==> src/rtl/mac_seq_ctrl.sv <==
// mac_seq_ctrl: sequences operand reads, result capture and write-back for a banked MAC datapath.
// Optional cycle counter enabled by defining MAC_SEQ_PERF_CNT_EN.
module mac_seq_ctrl #(
    parameter int DATA_W      = 32,
    parameter int ADDR_W      = 12,
    parameter int BANK_STRIDE = 1024,
    parameter int BANKS       = 4,
    parameter int RD_LAT      = 1
) (
    input  logic              clk,
    input  logic              rstn,
    input  logic              start,
    input  logic [15:0]       iter_num,
    input  logic [7:0]        acc_num,
    input  logic [1:0]        phase,
    output logic              busy,
    output logic              done,
    output logic              err,
    output logic [31:0]       cycle_cnt,
    output logic              rd_en,
    output logic [ADDR_W-1:0] a_addr,
    output logic [ADDR_W-1:0] b_addr,
    output logic              op_valid,
    output logic              op_last,
    output logic [1:0]        phase_o,
    input  logic              res_valid,
    input  logic [DATA_W-1:0] res_data,
    output logic              wr_en,
    output logic [ADDR_W-1:0] wr_addr,
    output logic [DATA_W-1:0] wr_data
);
    typedef enum logic [2:0] {IDLE, ISSUE, WAIT, WRITE, DONE} state_t;
    state_t state, state_n;
    logic [15:0] iter_q, k;
    logic [7:0] acc_q, j, b;
    logic [DATA_W-1:0] res_q;
    logic [RD_LAT-1:0] ov_sr, ol_sr;
    logic accept, j_last, k_last, b_last;

    // State register; reset aborts any run immediately.
    always_ff @(posedge clk or negedge rstn)
        if (!rstn) state <= IDLE;
        else state <= state_n;

    // Next state and all strobes/addresses, gated to zero outside their state.
    always_comb begin
        accept  = (state == IDLE) && start;
        j_last  = j == acc_q - 8'd1;
        k_last  = k == iter_q - 16'd1;
        b_last  = b == 8'(BANKS - 1);
        busy    = (state == ISSUE) || (state == WAIT) || (state == WRITE);
        done    = state == DONE;
        rd_en   = state == ISSUE;
        wr_en   = state == WRITE;
        a_addr  = rd_en ? ADDR_W'(32'(b) * 32'(BANK_STRIDE) + 32'(j)) : '0;
        b_addr  = rd_en ? ADDR_W'(32'(k) * 32'(acc_q) + 32'(j)) : '0;
        wr_addr = wr_en ? ADDR_W'(32'(b) * 32'(BANK_STRIDE) + 32'(k)) : '0;
        wr_data = wr_en ? res_q : '0;
        op_valid = ov_sr[RD_LAT-1];
        op_last  = ol_sr[RD_LAT-1];
        state_n = state;
        case (state)
            IDLE:    if (start) state_n = (iter_num == 16'd0 || acc_num == 8'd0) ? DONE : ISSUE;
            ISSUE:   if (j_last) state_n = WAIT;
            WAIT:    if (res_valid) state_n = WRITE;
            WRITE:   state_n = (k_last && b_last) ? DONE : ISSUE;
            DONE:    if (!start) state_n = IDLE;
            default: state_n = IDLE;
        endcase
    end

    // Run parameters, loop indices, result capture, sticky error and the read-latency delay line.
    always_ff @(posedge clk or negedge rstn)
        if (!rstn) begin
            iter_q  <= '0;
            acc_q   <= '0;
            phase_o <= '0;
            err     <= 1'b0;
            b       <= '0;
            k       <= '0;
            j       <= '0;
            res_q   <= '0;
            ov_sr   <= '0;
            ol_sr   <= '0;
        end else begin
            ov_sr <= RD_LAT'({ov_sr, rd_en});
            ol_sr <= RD_LAT'({ol_sr, rd_en && j_last});
            if (accept) begin
                iter_q  <= iter_num;
                acc_q   <= acc_num;
                phase_o <= phase;
                err     <= 1'b0;
                b       <= '0;
                k       <= '0;
                j       <= '0;
            end else if (res_valid && state != WAIT) err <= 1'b1;
            if (rd_en) j <= j_last ? '0 : j + 8'd1;
            if (state == WAIT && res_valid) res_q <= res_data;
            if (wr_en) begin
                k <= k_last ? '0 : k + 16'd1;
                if (k_last) b <= b + 8'd1;
            end
        end

`ifdef MAC_SEQ_PERF_CNT_EN
    logic [31:0] cnt_q;

    // Busy-cycle counter: cleared on start acceptance, saturating, held after the run.
    always_ff @(posedge clk or negedge rstn)
        if (!rstn) cnt_q <= '0;
        else if (accept) cnt_q <= '0;
        else if (busy && cnt_q != 32'hFFFF_FFFF) cnt_q <= cnt_q + 32'd1;

    assign cycle_cnt = cnt_q;
`else
    assign cycle_cnt = '0;
`endif
endmodule
==> config.mk <==
export PLATFORM = sky130hd
export DESIGN_NAME = mac_seq_ctrl
export DESIGN_NICKNAME = d
export VERILOG_FILES = /design/src/rtl/mac_seq_ctrl.sv
export SDC_FILE = /design/constraint.sdc
export NUM_CORES = 1
export LEC_CHECK = 0
export CAP_MARGIN = 20
export CORE_MARGIN = 2
export CORE_UTILIZATION = 55
export CTS_BUF_LIST = sky130_fd_sc_hd__clkbuf_8 sky130_fd_sc_hd__clkbuf_16
export DETAILED_ROUTE_END_ITERATION = 10
export PLACE_DENSITY = 0.9
export SLEW_MARGIN = 10
export SYNTH_ARGS = -nofsm -noshare
export SYNTH_HDL_FRONTEND = slang
export SYNTH_SLANG_ARGS = --single-unit
==> constraint.sdc <==
create_clock -name clk -period 9 [get_ports clk]
set_clock_uncertainty 0.1 [all_clocks]
set_input_delay 1.8 -clock clk [delete_from_list [all_inputs] [get_ports clk]]
set_output_delay 1.8 -clock clk [all_outputs]
set_load 0.01 [all_outputs]
==> impl_results.html <==
<table>
<tr><th>Metric</th><th>Value</th></tr>
<tr><th colspan="2">Route</th></tr>
<tr><td>Total via count in the routed design</td><td>6566</td></tr>
<tr><td>Wire length per cell after detailed routing</td><td>15.38 um</td></tr>
<tr><td>Number of DRC markers in iteration 0</td><td>448</td></tr>
<tr><td>DRT Wirelength</td><td>18340 um</td></tr>
<tr><td>DRT antenna net count</td><td>0</td></tr>
<tr><td>Ratio of routed vias to standard cells</td><td>5.504</td></tr>
<tr><td>Length of the first detailed-routing pass in iterations</td><td>5</td></tr>
<tr><td>Post-route DRC violation count</td><td>0</td></tr>
<tr><th colspan="2">STA</th></tr>
<tr><td>Total count of hold-check failures in the final report</td><td>0</td></tr>
<tr><td>Rel. slew slack</td><td>37.63%</td></tr>
<tr><td>Max frequency</td><td>139.6 MHz</td></tr>
<tr><td>Final Setup Violations</td><td>0</td></tr>
<tr><td>Pins over their slew limit</td><td>0</td></tr>
<tr><td>Clock period minus worst slack</td><td>7163 ps</td></tr>
<tr><td>Final critical-path setup slack</td><td>1837 ps</td></tr>
<tr><td>Total Negative Setup Slacks</td><td>0 ps</td></tr>
<tr><td>RSZ-0062 raised after global routing</td><td>no</td></tr>
<tr><td>Slew at the pin with the worst max-slew slack</td><td>935.5 ps</td></tr>
<tr><td>Final clock period utilization by the worst path</td><td>79.59%</td></tr>
<tr><th colspan="2">Critical path</th></tr>
<tr><td>Data required time at the worst endpoint</td><td>7100 ps</td></tr>
<tr><td>Data arrival time at the worst-slack endpoint</td><td>5260 ps</td></tr>
<tr><td>Type of the worst setup path</td><td>reg -&gt; out</td></tr>
<tr><td>CP Max Fanout</td><td>16</td></tr>
<tr><td>Worst setup SP type</td><td>flop</td></tr>
<tr><td>Kind of capture point of the worst setup path</td><td>output pin</td></tr>
<tr><th colspan="2">Logic synthesis</th></tr>
<tr><td>Yosys synthesis warning count</td><td>0</td></tr>
<tr><td>FFs w/ async S/R, synth</td><td>100.0%</td></tr>
<tr><td>Syn_area_per_cell</td><td>8.700 sq um</td></tr>
<tr><td>Number of distinct standard cells referenced by the synthesized netlist</td><td>56</td></tr>
<tr><td>Proportion of synthesized chip area in sequential cells</td><td>30.48%</td></tr>
<tr><td>Synthesized instance count</td><td>906</td></tr>
<tr><td>Number of enable-type register cells in the synthesized netlist</td><td>0</td></tr>
<tr><td>Mapped cell area</td><td>7883 sq um</td></tr>
<tr><td>Synth Register Bits</td><td>96</td></tr>
<tr><td>Dominant register cell in the synthesized netlist</td><td>sky130_fd_sc_hd__dfrtp_1</td></tr>
<tr><th colspan="2">Power and ir drop</th></tr>
<tr><td>Areal power density over the cells</td><td>243.3 nW/um^2</td></tr>
<tr><td>P_leak</td><td>4.306 nW</td></tr>
<tr><td>Worst vdd rail ir drop</td><td>0.0001268 V</td></tr>
<tr><th colspan="2">Finish</th></tr>
<tr><td>Highest-count cells in the layout ignoring fill and taps</td><td>sky130_fd_sc_hd__nand2_1, sky130_fd_sc_hd__clkdlybuf4s50_1, sky130_fd_sc_hd__dfrtp_1</td></tr>
<tr><td>Ratio of cells with drive above 1 in the final layout</td><td>7.108%</td></tr>
<tr><td>Final-stage net count</td><td>1143</td></tr>
<tr><td>Ant diodes</td><td>0</td></tr>
<tr><td>Non-filler cells in the finished layout</td><td>1193</td></tr>
<tr><td>Most common cell after layout, fill and taps aside</td><td>sky130_fd_sc_hd__nand2_1</td></tr>
<tr><td>Area grow syn2layout</td><td>20.41%</td></tr>
<tr><td>Layout filler cell count</td><td>1076</td></tr>
<tr><th colspan="2">Placed design</th></tr>
<tr><td>Cell total after placement</td><td>1177</td></tr>
<tr><td>Detailed placement HPWL</td><td>13530 um</td></tr>
<tr><td>Setup slack after placement</td><td>2202 ps</td></tr>
<tr><td>Weighted congestion at the end of routability-driven global placement</td><td>0.9105</td></tr>
<tr><td>Port Buf Inserts</td><td>136</td></tr>
<tr><th colspan="2">Global routing</th></tr>
<tr><td>Peak-usage layer in the global routing report</td><td>met2</td></tr>
<tr><td>Antenna violations before repair</td><td>0</td></tr>
<tr><td>Global-route wire length before repair</td><td>30610 um</td></tr>
<tr><td>GR Layer Usage met3</td><td>5.449%</td></tr>
<tr><td>Maximum number of pins on one net before global-route repair</td><td>74</td></tr>
<tr><td>GRT overflow</td><td>0</td></tr>
<tr><td>Met1 demand-to-capacity share in global routing</td><td>32.23%</td></tr>
<tr><td>Global-route usage over all layers</td><td>25.13%</td></tr>
<tr><td>Grt met2 use</td><td>42.79%</td></tr>
<tr><td>Via count of the first global-routing pass</td><td>6499</td></tr>
<tr><th colspan="2">Die</th></tr>
<tr><td>Core box area</td><td>13930 sq um</td></tr>
<tr><td>Number of I/O pins</td><td>171</td></tr>
<tr><td>Die Footprint</td><td>15310 sq um</td></tr>
<tr><td>Initial Util</td><td>56.57%</td></tr>
<tr><td>Number of standard-cell rows in the floorplan</td><td>43</td></tr>
<tr><td>Die Ht</td><td>123.7 um</td></tr>
<tr><td>Floorplan die width</td><td>123.7 um</td></tr>
<tr><th colspan="2">Clock network</th></tr>
<tr><td>Clock sinks</td><td>96</td></tr>
<tr><td>CTS tree</td><td>done</td></tr>
<tr><td>H-tree levels</td><td>3</td></tr>
<tr><td>Clock root buffer master</td><td>sky130_fd_sc_hd__clkbuf_16</td></tr>
<tr><td>Max clock buf depth</td><td>2</td></tr>
<tr><td>Clock-pin slew on the worst setup and hold paths</td><td>70 ps</td></tr>
<tr><td>Post-CTS Setup Inserts</td><td>0</td></tr>
<tr><td>Number of hold buffers added after CTS</td><td>0</td></tr>
<tr><td>Inserted Clock Buffers</td><td>9</td></tr>
<tr><td>Number of cells upsized or downsized after cts</td><td>0</td></tr>
<tr><td>Worst-skew pair later-pin latency</td><td>350 ps</td></tr>
<tr><th colspan="2">Hold path</th></tr>
<tr><td>Class of the tightest hold or removal check</td><td>reg -&gt; reg</td></tr>
<tr><th colspan="2">Outcome</th></tr>
<tr><td>Outcome</td><td>finished, final reports clean</td></tr>
<tr><th colspan="2">Run</th></tr>
<tr><td>Number of max-cap violations</td><td>0</td></tr>
</table>
## sequential cells by signal, summed over array words and instances (netlist names)
signal and cells:
acc_q 8, state 3, res_q 32, iter_q 16
b 8, j 8, err 1, op_last 1
phase_o 2, op_valid 1, k 16
## through the flow
stage,total power (W),hold slack (ps),cell area [sq um],util [%]
final,0.002309,380.1,9492,68.12
after global routing,0.002504,418.4,9492,68.12
after CTS,0.002314,386.6,9489,68.10
after detailed placement,0.001916,366.3,9184,65.91
after global placement,0.001869,364.3,9184,65.91
after floorplan,0.001534,366.5,8006,-
## cell type report
| cell class | instances | area (sq um) | area share, % |
|---|---|---|---|
| Multi-Input combinational cell | 670 | 4821 | 50.79 |
| Clock buffer | 10 | 239.0 | 2.518 |
| Tap cell | 180 | 225.2 | 2.373 |
| Sequential cell | 96 | 2402 | 25.31 |
| Timing Repair Buffer | 142 | 1404 | 14.79 |
| Clock inverter | 6 | 66.31 | 0.6987 |
| Inverter | 89 | 334.1 | 3.520 |
## routing by layer
metal  routed length, um  share of wire, %  up-vias
met5                   0                 0        -
met4                 278               1.5        0
met3                1305               7.1       18
met2                9159                50      236
met1                7601                41     3201
li1                    -                 -     3111
## critical path, cell delays in order, from the launching register on
cell and delay (ps):
sky130_fd_sc_hd__dfrtp_1 660, sky130_fd_sc_hd__nand2_1 140, sky130_fd_sc_hd__fa_1 530, sky130_fd_sc_hd__inv_1 60, sky130_fd_sc_hd__fa_1 460, sky130_fd_sc_hd__ha_1 290
sky130_fd_sc_hd__inv_1 60, sky130_fd_sc_hd__fa_1 520, sky130_fd_sc_hd__fa_1 450, sky130_fd_sc_hd__nor2b_1 150, sky130_fd_sc_hd__o21ai_0 120, sky130_fd_sc_hd__a21boi_0 280
sky130_fd_sc_hd__o21ai_0 160, sky130_fd_sc_hd__a21o_1 210, sky130_fd_sc_hd__nand3_1 70, sky130_fd_sc_hd__nor3b_1 190, sky130_fd_sc_hd__clkdlybuf4s50_1 560
## cell usage after synthesis (3+ instances only)
cell                          n  area [sq um]
sky130_fd_sc_hd__and3_1       6         37.54
sky130_fd_sc_hd__nor3_1      13         65.06
sky130_fd_sc_hd__inv_1       89         334.1
sky130_fd_sc_hd__o2111ai_1    5         43.79
sky130_fd_sc_hd__a31oi_1      8         50.05
sky130_fd_sc_hd__mux2i_1      8         80.08
sky130_fd_sc_hd__nor2b_1      3         18.77
sky130_fd_sc_hd__xnor2_1     38         332.8
sky130_fd_sc_hd__a2111o_1     3         33.78
sky130_fd_sc_hd__mux2_2      32         360.4
sky130_fd_sc_hd__ha_1        30         375.4
sky130_fd_sc_hd__nor3b_1      4         30.03
sky130_fd_sc_hd__nor4_1      14         87.58
sky130_fd_sc_hd__nand3b_1     5         37.54
sky130_fd_sc_hd__fa_1        43         860.8
sky130_fd_sc_hd__o311ai_0     5         43.79
sky130_fd_sc_hd__and2_1      86         538.0
sky130_fd_sc_hd__o31ai_1      3         22.52
sky130_fd_sc_hd__a21oi_1     10         50.05
sky130_fd_sc_hd__o21ai_0     21         105.1
sky130_fd_sc_hd__clkbuf_1    47         176.4
sky130_fd_sc_hd__or2_2        8         50.05
sky130_fd_sc_hd__nand4_1      6         37.54
sky130_fd_sc_hd__xor2_1      14         122.6
sky130_fd_sc_hd__a21o_1       9         67.56
sky130_fd_sc_hd__nor2_1      32         120.1
sky130_fd_sc_hd__buf_4       34         255.2
sky130_fd_sc_hd__o22ai_1      3         18.77
sky130_fd_sc_hd__or3_1       15         93.84
sky130_fd_sc_hd__a32o_1       3         30.03
sky130_fd_sc_hd__dfrtp_1     96          2402
sky130_fd_sc_hd__nand2_1    148         555.5
sky130_fd_sc_hd__nand3_1     27         135.1
sky130_fd_sc_hd__nand2b_1     5         31.28
sky130_fd_sc_hd__o211ai_1     6         45.04
## power by group
part / internal (W) / switching (W) / leakage, nW / total, W
Combinational: 0.000543 / 0.000582 / 2.88 / 0.00112
Clock: 0.000225 / 0.000170 / 0.153 / 0.000395
Sequential: 0.000552 / 0.000238 / 1.27 / 0.000790
Total: 0.00132 / 0.000990 / 4.31 / 0.00231
## cell families after synthesis
logic type | Yosys count | synth area share, %
other | 1 | 0.04757
xor gates and xnor gates | 52 | 5.778
muxes | 40 | 5.587
and+or+nand+nor | 383 | 24.60
adders and majority gates | 73 | 15.68
buffers and inverters | 173 | 10.06
DFF | 96 | 30.48
AOI/OAI and AO/OA | 88 | 7.762
## path summary, 6_finish.rpt
kind / from / to / slack, ps / depth (start not counted)
max reg2reg: iter_q[0] / state[0] / 5570 / 10
min reg2reg: phase_o[1] / phase_o[1] / 380 / 2
min: phase_o[1] / phase_o[1] / 380 / 2
max in group asynchronous: rstn / res_q[20] / 6320 / 2
min in group asynchronous: rstn / res_q[10] / 1240 / 1
max: k[3] / b_addr[11] / 1840 / 16
Power figures use the tool's default switching activity.
